[config.mk]
export PLATFORM = sky130hd
export DESIGN_NAME = hs_arb_pipe
export DESIGN_NICKNAME = d
export VERILOG_FILES = /design/src/rtl/hs_arb_pipe_pkg.sv /design/src/rtl/hs_arb_pipe_stage.sv /design/src/rtl/hs_arb_pipe.sv
export SDC_FILE = /design/constraint.sdc
export NUM_CORES = 1
export LEC_CHECK = 0
export CORE_MARGIN = 1
export CORE_UTILIZATION = 30
export CTS_BUF_LIST = sky130_fd_sc_hd__clkbuf_16
export CTS_CLUSTER_SIZE = 8
export DETAILED_ROUTE_END_ITERATION = 8
export PLACE_DENSITY = 0.61
export SLEW_MARGIN = 10
export SYNTH_ARGS = -nofsm -noshare
export SYNTH_HDL_FRONTEND = slang
export SYNTH_SLANG_ARGS = --single-unit
[constraint.sdc]
create_clock -name clk -period 1.6 [get_ports clk]
set_input_delay 0.16 -clock clk [delete_from_list [all_inputs] [get_ports clk]]
set_output_delay 0.16 -clock clk [all_outputs]
set_load 0.03 [all_outputs]
[src/rtl/hs_arb_pipe_pkg.sv]
`default_nettype none
// ============================================================================
//  Module   : hs_pkg
//  Purpose  : Shared types and round-robin pick helper for hs_arb_pipe.
//  Revision : 1.0 - initial release
// ============================================================================
package hs_pkg;

  // Input-side arbiter states
  typedef enum logic [0:0] {
    IN_IDLE = 1'b0,
    IN_HOLD = 1'b1
  } hs_in_state_t;

  // Output-side handshake states
  typedef enum logic [1:0] {
    OUT_IDLE = 2'd0,
    OUT_REQ  = 2'd1,
    OUT_RTZ  = 2'd2
  } hs_out_state_t;

  // Widest request vector the pick helper scans; N_CH must not exceed this.
  localparam int RR_MAX_CH = 32;

  // First asserted request at or after ptr, wrapping modulo n_ch.
  // Scanned from the far end so the smallest offset is the last to win.
  // With no request asserted the result is ptr; callers gate on |req.
  function automatic int rr_pick(input logic [RR_MAX_CH-1:0] req,
                                 input int ptr, input int n_ch);
    int pick;
    int idx;
    pick = ptr;
    for (int i = RR_MAX_CH - 1; i >= 0; i--) begin
      if (i < n_ch) begin
        idx = ptr + i;
        if (idx >= n_ch) idx = idx - n_ch;
        if (req[idx]) pick = idx;
      end
    end
    return pick;
  endfunction

endpackage
`default_nettype wire

[src/rtl/hs_arb_pipe_stage.sv]
`default_nettype none
// ============================================================================
//  Module   : hs_pipe_stage
//  Purpose  : One bundled-data pipeline register with its full flag.
//             A load wins over a clear so a stage can pass its word on and
//             accept the next one in the same cycle.
//  Revision : 1.0 - initial release
// ============================================================================
module hs_pipe_stage #(
  parameter int PW = 8
) (
  input  logic          clk,
  input  logic          rst,
  input  logic          load,
  input  logic          clear,
  input  logic [PW-1:0] d,
  output logic          full,
  output logic [PW-1:0] q
);

  // Register the payload on load; drop the full flag when the word leaves
  always_ff @(posedge clk) begin
    if (rst) begin
      full <= 1'b0;
      q    <= '0;
    end else if (load) begin
      full <= 1'b1;
      q    <= d;
    end else if (clear) begin
      full <= 1'b0;
    end
  end

endmodule
`default_nettype wire

[src/rtl/hs_arb_pipe.sv]
`default_nettype none
// ============================================================================
//  Module   : hs_arb_pipe
//  Purpose  : N-channel 4-phase req/ack merge. A round-robin arbiter captures
//             one word at a time into a DEPTH-stage bundled-data pipeline
//             that drains through a single 4-phase output channel.
//  Options  : HS_ARB_PIPE_TAG_EN - carry the source channel index with each
//             word and expose it on tag_o.
//  Revision : 1.0 - initial release
// ============================================================================
module hs_arb_pipe
  import hs_pkg::*;
#(
  parameter  int N_CH  = 2,
  parameter  int W     = 8,
  parameter  int DEPTH = 3,
  localparam int IDW   = (N_CH > 1) ? $clog2(N_CH) : 1
) (
  input  logic              clk,
  input  logic              rst,
  input  logic [N_CH-1:0]   req_i,
  output logic [N_CH-1:0]   ack_i,
  input  logic [N_CH*W-1:0] dat_i,
  output logic              req_o,
  input  logic              ack_o,
  output logic [W-1:0]      dat_o
`ifdef HS_ARB_PIPE_TAG_EN
  ,
  output logic [IDW-1:0]    tag_o
`endif
);

`ifdef HS_ARB_PIPE_TAG_EN
  localparam int PW = W + IDW;
`else
  localparam int PW = W;
`endif

  hs_in_state_t  in_state;
  hs_out_state_t out_state;

  logic [IDW-1:0] ptr;       // round-robin start point
  logic [IDW-1:0] gnt;       // channel currently held by the arbiter
  logic [IDW-1:0] pick;
  logic [W-1:0]   pick_dat;
  logic           grant;
  logic           gnt_req;   // request line of the held channel
  logic           out_take;  // consumer acknowledged the presented word

  logic [DEPTH-1:0] full;
  logic [DEPTH-1:0] load;
  logic [DEPTH-1:0] leave;
  logic [PW-1:0]    stg_d [DEPTH];
  logic [PW-1:0]    stg_q [DEPTH];

  // Round-robin choice and the data of the chosen channel
  always_comb begin
    pick     = IDW'(rr_pick(RR_MAX_CH'(req_i), int'(ptr), N_CH));
    pick_dat = '0;
    for (int i = 0; i < N_CH; i++) begin
      if (IDW'(i) == pick) pick_dat = dat_i[i*W +: W];
    end
  end

  // A new grant needs an idle arbiter, a requester and an empty first stage;
  // ack_i is one-hot on the held channel, so it selects that channel's req.
  assign grant    = (in_state == IN_IDLE) && (|req_i) && !full[0];
  assign gnt_req  = |(req_i & ack_i);
  assign out_take = (out_state == OUT_REQ) && ack_o;

  // Arbiter FSM: grant, hold ack until the sender returns to zero, advance ptr
  always_ff @(posedge clk) begin
    if (rst) begin
      in_state <= IN_IDLE;
      ack_i    <= '0;
      ptr      <= '0;
      gnt      <= '0;
    end else begin
      case (in_state)
        IN_IDLE: begin
          if (grant) begin
            gnt <= pick;
            for (int i = 0; i < N_CH; i++) ack_i[i] <= (IDW'(i) == pick);
            in_state <= IN_HOLD;
          end
        end
        IN_HOLD: begin
          if (!gnt_req) begin
            ack_i    <= '0;
            ptr      <= (gnt == IDW'(N_CH - 1)) ? '0 : gnt + IDW'(1);
            in_state <= IN_IDLE;
          end
        end
        default: in_state <= IN_IDLE;
      endcase
    end
  end

  // Which stages hand their word on this cycle: the last stage leaves on the
  // consumer's ack, any other stage when the next one is empty or leaving.
  always_comb begin : p_leave
    logic lv;
    lv               = out_take;
    leave            = '0;
    leave[DEPTH-1]   = lv;
    for (int k = DEPTH - 2; k >= 0; k--) begin
      lv       = full[k] & (~full[k+1] | lv);
      leave[k] = lv;
    end
  end

  generate
    for (genvar k = 0; k < DEPTH; k++) begin : g_stage
      if (k == 0) begin : g_head
        assign load[k] = grant;
`ifdef HS_ARB_PIPE_TAG_EN
        assign stg_d[k] = {pick, pick_dat};
`else
        assign stg_d[k] = pick_dat;
`endif
      end else begin : g_body
        assign load[k]  = leave[k-1];
        assign stg_d[k] = stg_q[k-1];
      end

      hs_pipe_stage #(.PW(PW)) u_stage (
        .clk   (clk),
        .rst   (rst),
        .load  (load[k]),
        .clear (leave[k]),
        .d     (stg_d[k]),
        .full  (full[k]),
        .q     (stg_q[k])
      );
    end
  endgenerate

  // Output FSM: present the last stage, free it on ack, wait for ack to drop
  always_ff @(posedge clk) begin
    if (rst) begin
      out_state <= OUT_IDLE;
      req_o     <= 1'b0;
      dat_o     <= '0;
`ifdef HS_ARB_PIPE_TAG_EN
      tag_o     <= '0;
`endif
    end else begin
      case (out_state)
        OUT_IDLE: begin
          if (full[DEPTH-1]) begin
            dat_o     <= stg_q[DEPTH-1][W-1:0];
`ifdef HS_ARB_PIPE_TAG_EN
            tag_o     <= stg_q[DEPTH-1][PW-1:W];
`endif
            req_o     <= 1'b1;
            out_state <= OUT_REQ;
          end
        end
        OUT_REQ: begin
          if (ack_o) begin
            req_o     <= 1'b0;
            out_state <= OUT_RTZ;
          end
        end
        OUT_RTZ: begin
          if (!ack_o) out_state <= OUT_IDLE;
        end
        default: out_state <= OUT_IDLE;
      endcase
    end
  end

endmodule
`default_nettype wire

==> results.md, run 1 <==
- Power density of the placed cells: 1180 mW/mm^2
- First-pass GRT wire length: 5350 microns
- Number of setup violations in the final report: 0
- Clock transition at the registers of the reported paths: 0.06 ns
- Worst-case setup slack after placement: -0.0468 ns
- Proportion of synthesized chip area in sequential cells: 51.1%
- Outcome: completed
- Required time of the critical path: 1.44 ns
- Total number of vias: 1,255
- Worst path cell trace: clkdlybuf4s50_1
- DRT antenna net count: 0
- Final weighted congestion of routability-driven global placement: 0.741
- CTS Hold Bufs: 0
- Endpoint type of the worst setup path: output pin
- Avg WL per Cell: 10.6 microns
- Ant. Diodes: 0
- Height of the chip: 77.0 microns
- Number of buffers inserted during clock tree synthesis: 5
- Cell at the slowest stage of the critical path: sky130_fd_sc_hd__clkdlybuf4s50_1
- Register-to-Register Path Depth: 4
- Endpoints failing hold: 0
- Global routing usage summed across all routing layers: 11.3%
- Worst hold path depth: 2
- Number of ports placed on the die boundary: 32
- Critical path fanouts, max: 3
- Remaining global-route overflow: 0
- Die span in x: 77.0 microns
- Commonest non-fill, non-tap cell in the layout: sky130_fd_sc_hd__dfxtp_1
- Clock root buffer: sky130_fd_sc_hd__clkbuf_16
- Achievable Freq: 681 MHz
- Number of port buffers: 31
- Initial detailed-routing violation count: 19
- Slew of the pin with the lowest slew margin: 0.352 ns
- Synthesized cell area: 0.00169 sq mm
- Flop and latch count out of synthesis: 43
- Net total in the final layout: 229
- Clock sink total: 43
- Placed Cells: 271
- Hold/Removal Path Class: flop to flop
- Final critical-path setup slack: 0.132 ns
- Aggregate routed wire length: 2950 microns
- Number of distinct library cells after synthesis: 28
- Post-route insts no fill: 279
- Via count of the first global-routing pass: 1,173
- Maximum ir drop on the vdd rail: 0.520 mV
- Filler Cell Count: 543
- Most used cells in the layout excluding fill and tap cells: sky130_fd_sc_hd__dfxtp_1 (43), sky130_fd_sc_hd__nor2_1 (32), sky130_fd_sc_hd__clkdlybuf4s50_1 (31)
- Worst max-slew margin expressed relative to the limit: 76.5%
- Final critical path time including I/O delays and setup: 1.47 ns
- Buffering stage count on the worst path with inverters included: 1
- Clock latency of the later-clocked register in the worst-skew pair: 0.28 ns
- HPWL after detailed placement: 2190 microns
- Number of antenna violations at the first check in global routing: 0
- Fraction of the core area covered by cells at the end of the flow: 43.0%
- Count of pins over their slew limit: 0
- Yosys warning total: 0
- Worst Skew: 0.00478 ns
- CP max stage delay: 0.68 ns
- Total iterations of the first detailed-routing run: 4
- Vias per inst: 4.50
- Pin count of the biggest net entering global routing: 30
- Number of gates resized after cts: 0
- Clock tree from TritonCTS: built
- Net count of the mapped netlist: 194
- Cells after synthesis: 173
- Fraction of layout instances using a drive strength above 1: 10.0%
- Kind of cell adding the most delay to the critical path: buffers and inverters
- Area growth, synth to finish: 34.5%
- Die area: 0.00592 sq mm
- Max-cap violations: 0
- DRC viols: 0
- Initial Utilization: 32.0%
- CTS H-tree lvls: 2
- Area of the core: 0.00527 sq mm
- Post-CTS setup buffer count: 0
- Max Buffers Root-to-Sink: 2
- Avg Cell Area, Syn: 9.74 sq um
- P_leak: 0.843 nW
- Arrival time reported for the critical path endpoint: 1.31 ns
- Unrepaired setup endpoints after global routing: false
- Critical Path Start Type: flop
- Number of standard-cell rows in the floorplan: 26
- Crit path kind: flop to output pin
- Number of logic stages on the critical path including buffering: 1
- Crit share post-route: 91.7%
[sequential cells by signal, summed over array words and instances, names as in the netlist]
register and flops:
ptr 1, in_state 1, dat_o 8, g_stage.u_stage.full 3, gnt 1, ack_i 2, g_stage.u_stage.q 24, req_o 1
out_state 2
[worst register-to-register path, stage by stage, from the launching register on]
cell                       delay [ns]
sky130_fd_sc_hd__dfxtp_1         0.40
sky130_fd_sc_hd__nand3b_4        0.19
sky130_fd_sc_hd__a31o_1          0.37
sky130_fd_sc_hd__mux2i_1         0.23
sky130_fd_sc_hd__nor2_1          0.05
[layer usage]
| layer | track usage, % | up-vias | part of all wire (%) |
|---|---|---|---|
| met4 | 6.35 | 0 | 2.5 |
| met5 | 0 | - | 0 |
| met1 | 14.7 | 553 | 51 |
| met3 | 3.21 | 7 | 4.4 |
| met2 | 16.6 | 29 | 42 |
| li1 | - | 666 | - |
[logic make-up after synthesis]
kind of cell,after synthesis,share of synthesized area (%)
AO/OA/AOI/OAI,28,11.0
XOR/XNOR,1,0.520
adder cells (fa/ha/maj),1,0.668
buffers and inverters,14,4.53
flip-flops,43,51.1
multiplexers,26,15.4
AND/OR/NAND/NOR,60,16.8
[power breakdown]
group,leakage [nW],switching (mW),total [mW],internal (mW)
clock network,0.0812,0.382,1.11,0.727
logic,0.411,0.172,0.364,0.193
registers,0.350,0.0545,1.19,1.14
[area by class of cell]
cell class | instances | area, sq um | area share, %
sequential | 43 | 861 | 38.0
multi-input combinational | 116 | 748 | 33.0
timing repair buffer | 39 | 395 | 17.4
clock buffer | 5 | 125 | 5.52
tap | 70 | 87.6 | 3.86
clock inverter | 3 | 38.8 | 1.71
inverter | 3 | 11.3 | 0.497
[per-stage QoR]
stage               total power [mW]  hold slack (ns)  setup TNS, ns  area (sq um)
floorplan                       1.45            0.277              0          1690
global placement                1.58            0.440              0          2100
detailed placement              1.59            0.447         -0.125          2100
CTS                             2.70            0.456              0          2270
global route                    2.79            0.472              0          2270
finish                          2.67            0.453              0          2270
[cell usage after synthesis]
cell type,instances,share of area (%)
sky130_fd_sc_hd__dfxtp_1,43,51
sky130_fd_sc_hd__nor2_1,32,7.1
sky130_fd_sc_hd__mux2i_1,26,15
sky130_fd_sc_hd__a21oi_1,14,4.2
sky130_fd_sc_hd__nand2_1,11,2.4
sky130_fd_sc_hd__nand3_1,9,2.7
sky130_fd_sc_hd__a211oi_1,7,3.1
sky130_fd_sc_hd__clkbuf_1,5,1.1
sky130_fd_sc_hd__buf_4,4,1.8
sky130_fd_sc_hd__inv_1,3,0.67
sky130_fd_sc_hd__nor3b_1,2,0.89
sky130_fd_sc_hd__a2111oi_0,1,0.52
sky130_fd_sc_hd__a211oi_2,1,0.74
sky130_fd_sc_hd__a21boi_2,1,0.67
sky130_fd_sc_hd__a22oi_1,1,0.45
sky130_fd_sc_hd__a2bb2oi_1,1,0.52
sky130_fd_sc_hd__a31o_1,1,0.52
sky130_fd_sc_hd__buf_2,1,0.30
sky130_fd_sc_hd__buf_6,1,0.67
sky130_fd_sc_hd__maj3_2,1,0.67
sky130_fd_sc_hd__nand2b_1,1,0.37
sky130_fd_sc_hd__nand3b_4,1,1.2
sky130_fd_sc_hd__nand4_1,1,0.37
sky130_fd_sc_hd__nor3_4,1,0.97
sky130_fd_sc_hd__o21ai_0,1,0.30
sky130_fd_sc_hd__or2_2,1,0.37
sky130_fd_sc_hd__or3_1,1,0.37
sky130_fd_sc_hd__xnor2_1,1,0.52
[final timing paths]
kind                                start                      end  slack, ns
setup / recovery                 ack_i[1]                 ack_i[1]       0.13
hold / removal    g_stage[1].u_stage.q[0]  g_stage[1].u_stage.q[0]       0.45
setup reg to reg             out_state[1]  g_stage[1].u_stage.q[6]       0.26
hold reg to reg   g_stage[1].u_stage.q[0]  g_stage[1].u_stage.q[0]       0.45
No activity file was read; power rests on OpenSTA's default activity.
==> inputs of run 2 (changes only) <==
- CORE_MARGIN: 1 -> 4
- HOLD_SLACK_MARGIN: default -> 0.08
==> run 2 against run 1 <==
Design area shrank 0.99%. Critical path depth stayed put. Clock power fell by 16%. Sequential power hardly changed. Setup slack lost 0.0049 ns. Global-route usage shrank 1.8 points. Non-clock buffer count is 2 lower. Flip-flop and latch count stayed put. First-iteration DRC count rose to 3.1 times the previous value. Critical endpoint is now ack_i[0]. Largest cell class unchanged.
==> results.md, run 2 (same netlist as run 1, synthesis figures left out) <==
- Height of the chip: 83.0 microns
- Total iterations of the first detailed-routing run: 4
- DRT antenna net count: 0
- Number of port buffers: 31
- Most used cells in the layout excluding fill and tap cells: sky130_fd_sc_hd__dfxtp_1 (43), sky130_fd_sc_hd__nor2_1 (32), sky130_fd_sc_hd__clkdlybuf4s50_1 (31)
- Outcome: completed
- Global routing usage summed across all routing layers: 9.45%
- First-pass GRT wire length: 5440 microns
- Critical Path Start Type: flop
- Commonest non-fill, non-tap cell in the layout: sky130_fd_sc_hd__dfxtp_1
- Number of buffers inserted during clock tree synthesis: 5
- Cell at the slowest stage of the critical path: sky130_fd_sc_hd__clkdlybuf4s50_1
- Final critical path time including I/O delays and setup: 1.47 ns
- Required time of the critical path: 1.44 ns
- Pin count of the biggest net entering global routing: 42
- Area growth, synth to finish: 33.2%
- CTS Hold Bufs: 0
- Clock sink total: 43
- Slew of the pin with the lowest slew margin: 0.324 ns
- Post-CTS setup buffer count: 0
- Number of setup violations in the final report: 0
- Die area: 0.00688 sq mm
- Register with the highest flop count: g_stage.u_stage.q
- Number of standard-cell rows in the floorplan: 27
- Vias per inst: 4.38
- Count of pins over their slew limit: 0
- Endpoint type of the worst setup path: output pin
- Arrival time reported for the critical path endpoint: 1.31 ns
- Maximum ir drop on the vdd rail: 0.519 mV
- Net total in the final layout: 227
- CTS H-tree lvls: 2
- Buffering stage count on the worst path with inverters included: 1
- HPWL after detailed placement: 2250 microns
- Filler Cell Count: 555
- CP max stage delay: 0.68 ns
- Number of antenna violations at the first check in global routing: 0
- Clock transition at the registers of the reported paths: 0.06 ns
- Area of the core: 0.00547 sq mm
- Number of gates resized after cts: 0
- Die span in x: 83.0 microns
- Achievable Freq: 679 MHz
- Flip-flop count of the largest register after layout: 24
- Final weighted congestion of routability-driven global placement: 0.655
- Endpoints failing hold: 0
- Max Buffers Root-to-Sink: 2
- Avg WL per Cell: 11.0 microns
- Worst Skew: 0.00654 ns
- Aggregate routed wire length: 3070 microns
- Hold/Removal Path Class: flop to flop
- Clock latency of the later-clocked register in the worst-skew pair: 0.27 ns
- Remaining global-route overflow: 0
- Worst path cell trace: clkdlybuf4s50_1
- Kind of cell adding the most delay to the critical path: buffers and inverters
- Unrepaired setup endpoints after global routing: false
- Clock tree from TritonCTS: built
- Setup TNS: 0 ns
- Initial Utilization: 30.8%
- Regs by FF count: g_stage.u_stage.q: 24 flops, dat_o: 8 flops, g_stage.u_stage.full: 3 flops
- Power density of the placed cells: 1110 mW/mm^2
- Critical path fanouts, max: 3
- Initial detailed-routing violation count: 58
- Worst max-slew margin expressed relative to the limit: 77.9%
- Clock root buffer: sky130_fd_sc_hd__clkbuf_16
- DRC viols: 0
- Max-cap violations: 0
- Number of ports placed on the die boundary: 32
- Via count of the first global-routing pass: 1,193
- Fraction of layout instances using a drive strength above 1: 9.18%
- Crit share post-route: 92.0%
- Crit path kind: flop to output pin
- Pwr Total: 2.50 mW
- Total number of vias: 1,223
- Ant. Diodes: 0
- P_leak: 0.827 nW
-- run 2: cell count changes in the layout (fill, tap and decap cells not counted), sizes merged --
cell	previous run	this run
buf	8	6
bufinv	1	0
clkinv	2	1
clkinvlp	0	1
inv	3	4
-- run 2: layer usage --
layer,routed length [microns],up-vias,track usage (%),part of all wire [%]
li1,-,661,-,-
met1,1480,533,12.5,48
met2,1370,27,13.8,45
met3,179,2,2.78,5.8
met4,39,0,4.90,1.3
met5,0,-,0,0
-- run 2: worst paths after layout --
check	startpoint	end	slack, ns	cells past startpoint
max	ack_i[0]	ack_i[0]	0.13	1
min	g_stage[1].u_stage.q[7]	g_stage[1].u_stage.q[7]	0.45	2
max reg2reg	out_state[1]	g_stage[1].u_stage.q[6]	0.27	4
min reg2reg	g_stage[1].u_stage.q[7]	g_stage[1].u_stage.q[7]	0.45	2
-- run 2: worst reg2reg max path: stages, from the launching register on --
cell and delay, ns:
sky130_fd_sc_hd__dfxtp_1 0.40, sky130_fd_sc_hd__nand3b_4 0.19, sky130_fd_sc_hd__a31o_1 0.34, sky130_fd_sc_hd__mux2i_1 0.23, sky130_fd_sc_hd__nor2_1 0.06
-- run 2: cell type report --
type | instances | area, sq um | share of cell area (%)
clock buffer | 5 | 125 | 5.57
clock inverter | 3 | 16.3 | 0.725
inverter | 3 | 11.3 | 0.502
multi-input combinational | 116 | 748 | 33.3
sequential | 43 | 861 | 38.4
tap | 72 | 90.1 | 4.01
timing repair buffer | 37 | 393 | 17.5
-- run 2: power by group --
part / switching [mW] / internal (mW) / leakage [nW]
sequential: 0.0539 / 1.14 / 0.350
clock: 0.367 / 0.568 / 0.0710
combinational: 0.175 / 0.193 / 0.406
total: 0.596 / 1.90 / 0.827
-- run 2: stage by stage --
| step | cell area (sq um) | hold slack [ns] | util, % | worst slack, ns | cells |
|---|---|---|---|---|---|
| CTS | 2240 | 0.460 | 41.0 | 0.108 | 279 |
| floorplan | 1690 | 0.277 | - | 0.398 | 173 |
| detailed placement | 2100 | 0.453 | 38.4 | 0.00246 | 271 |
| global route | 2240 | 0.483 | 41.0 | 0.0851 | 279 |
| global placement | 2100 | 0.445 | 38.4 | 0.0201 | 271 |
| finish | 2240 | 0.454 | 41.0 | 0.127 | 279 |
==> inputs of run 3 (changes only) <==
- CTS_CLUSTER_SIZE: 8 -> 10
- REMOVE_ABC_BUFFERS: default -> 1
- SLEW_MARGIN: 10 -> 40
==> run 3 against run 2 <==
Flip-flop and latch count unchanged. Final cell count rose by 0.72%. Clock skew decreased by 0.0018 ns. First-iteration DRC count increased by 24%. Critical endpoint unchanged. Highest routed layer unchanged.
==> results.md, run 3 (same netlist as run 1, synthesis figures left out) <==
- Initial detailed-routing violation count: 72
- Endpoint with the worst hold slack: gnt
- Power density of the placed cells: 1230 mW/mm^2
- Total iterations of the first detailed-routing run: 4
- First-pass GRT wire length: 5400 microns
- Number of standard-cell rows in the floorplan: 27
- Fraction of layout instances using a drive strength above 1: 10.0%
- Worst hold path depth: 2
- Clock root buffer: sky130_fd_sc_hd__clkbuf_16
- Total number of vias: 1,263
- Hold/Removal Path Class: flop to flop
- DRT antenna net count: 0
- Area of the core: 0.00547 sq mm
- Clock latency of the later-clocked register in the worst-skew pair: 0.28 ns
- Height of the chip: 83.0 microns
- Die span in x: 83.0 microns
- Maximum ir drop on the vdd rail: 0.839 mV
- Initial Utilization: 30.8%
- Remaining global-route overflow: 0
- Kind of cell adding the most delay to the critical path: buffers and inverters
- Number of port buffers: 31
- Buffering stage count on the worst path with inverters included: 1
- Max Buffers Root-to-Sink: 2
- Register with the highest flop count: g_stage.u_stage.q
- Number of setup violations in the final report: 0
- Final critical-path setup slack: 0.103 ns
- Post-CTS setup buffer count: 0
- Critical Path Start Type: flop
- Register-to-Register Path Depth: 4
- HP Start: gnt
- Cell at the slowest stage of the critical path: sky130_fd_sc_hd__clkdlybuf4s50_1
- Count of pins over their slew limit: 0
- Clock transition at the registers of the reported paths: 0.06 ns
- Pwr Total: 2.84 mW
- Worst path cell trace: clkdlybuf4s50_1
- Avg WL per Cell: 10.9 microns
- Clock sink total: 43
- Max-cap violations: 0
- Critical path fanouts, max: 3
- Endpoints failing hold: 0
- Number of buffers inserted during clock tree synthesis: 5
- P_leak: 0.860 nW
- Global routing usage summed across all routing layers: 9.47%
- Worst-case setup slack after placement: -0.00967 ns
- Area growth, synth to finish: 36.9%
- Regs by FF count: g_stage.u_stage.q: 24 flops, dat_o: 8 flops, g_stage.u_stage.full: 3 flops
- DRC viols: 0
- Worst Skew: 0.00470 ns
- Final weighted congestion of routability-driven global placement: 0.749
- Required time of the critical path: 1.44 ns
- CTS H-tree lvls: 2
- Commonest non-fill, non-tap cell in the layout: sky130_fd_sc_hd__dfxtp_1
- Internal reg-to-reg setup slack: 0.27 ns
- Number of antenna violations at the first check in global routing: 0
- Clock tree from TritonCTS: built
- Achievable Freq: 668 MHz
- CTS Hold Bufs: 0
- Pin count of the biggest net entering global routing: 26
- Ant. Diodes: 0
- HPWL after detailed placement: 2270 microns
- Unrepaired setup endpoints after global routing: false
- Net total in the final layout: 229
- Slew of the pin with the lowest slew margin: 0.402 ns
- Via count of the first global-routing pass: 1,183
- Crit share post-route: 93.6%
- Number of ports placed on the die boundary: 32
- Crit path kind: flop to output pin
- Final critical path time including I/O delays and setup: 1.50 ns
- Flip-flop count of the largest register after layout: 24
- CP max stage delay: 0.69 ns
- Number of gates resized after cts: 0
- Outcome: completed
- Arrival time reported for the critical path endpoint: 1.34 ns
- Vias per inst: 4.49
- R2r startpoint: out_state[1]
- Die area: 0.00688 sq mm
- Endpoint of the worst register-to-register path: g_stage[1].u_stage.q[1]
- Endpoint type of the worst setup path: output pin
- Most used cells in the layout excluding fill and tap cells: sky130_fd_sc_hd__dfxtp_1 (43), sky130_fd_sc_hd__nor2_1 (32), sky130_fd_sc_hd__clkdlybuf4s50_1 (31)
- Worst max-slew margin expressed relative to the limit: 73.2%
- Aggregate routed wire length: 3080 microns
[run 3: cell type report]
| class | instances | area, sq um |
|---|---|---|
| fill | 566 | 3170 |
| inverter | 3 | 11.3 |
| sequential | 43 | 861 |
| clock inverter | 3 | 63.8 |
| timing repair buffer | 39 | 408 |
| multi-input combinational | 116 | 748 |
| clock buffer | 5 | 125 |
| tap | 72 | 90.1 |
[run 3: how the worst max path moves through the flow]
| stage | start | end | slack (ns) | cells after the start |
|---|---|---|---|---|
| floorplan | g_stage[2].u_stage.full | dat_o[0] | -0.19 | 3 |
| global placement | req_i[0] | g_stage[0].u_stage.q[3] | 0.02 | 5 |
| finish | ack_i[0] | ack_i[0] | 0.10 | 1 |
| detailed placement | req_i[0] | g_stage[0].u_stage.q[7] | -0.01 | 5 |
| global route | ack_i[0] | ack_i[0] | 0.05 | 1 |
| CTS | ack_i[0] | ack_i[0] | 0.09 | 1 |
[run 3: power breakdown]
part / leakage [nW] / internal [mW] / switching, mW
clock: 0.0952 / 0.888 / 0.385
combinational: 0.415 / 0.197 / 0.169
sequential: 0.350 / 1.14 / 0.0572
total: 0.860 / 2.22 / 0.610
[run 3: metal layers]
layer	GRT usage [%]	vias up	wire, microns
li1	-	671	-
met1	12.5	562	1560
met2	14.1	28	1330
met3	3.77	2	166
met4	3.12	0	19
met5	0	-	0
[run 3: stage by stage]
stage | instance area (sq um) | TNS, ns | instances | utilization, % | hold WS (ns)
global placement | 2120 | 0 | 273 | 38.7 | 0.444
detailed placement | 2120 | -0.0350 | 273 | 38.7 | 0.451
finish | 2310 | 0 | 281 | 42.2 | 0.452
global route | 2310 | 0 | 281 | 42.2 | 0.477
floorplan | 1620 | -1.49 | 162 | - | 0.225
CTS | 2310 | 0 | 281 | 42.2 | 0.459
[run 3: worst register-to-register path, cell delays in order, from the launching register on]
cell and delay (ns):
sky130_fd_sc_hd__dfxtp_1 0.41, sky130_fd_sc_hd__nand3b_4 0.19, sky130_fd_sc_hd__a31o_1 0.34, sky130_fd_sc_hd__mux2i_1 0.23, sky130_fd_sc_hd__nor2_1 0.05
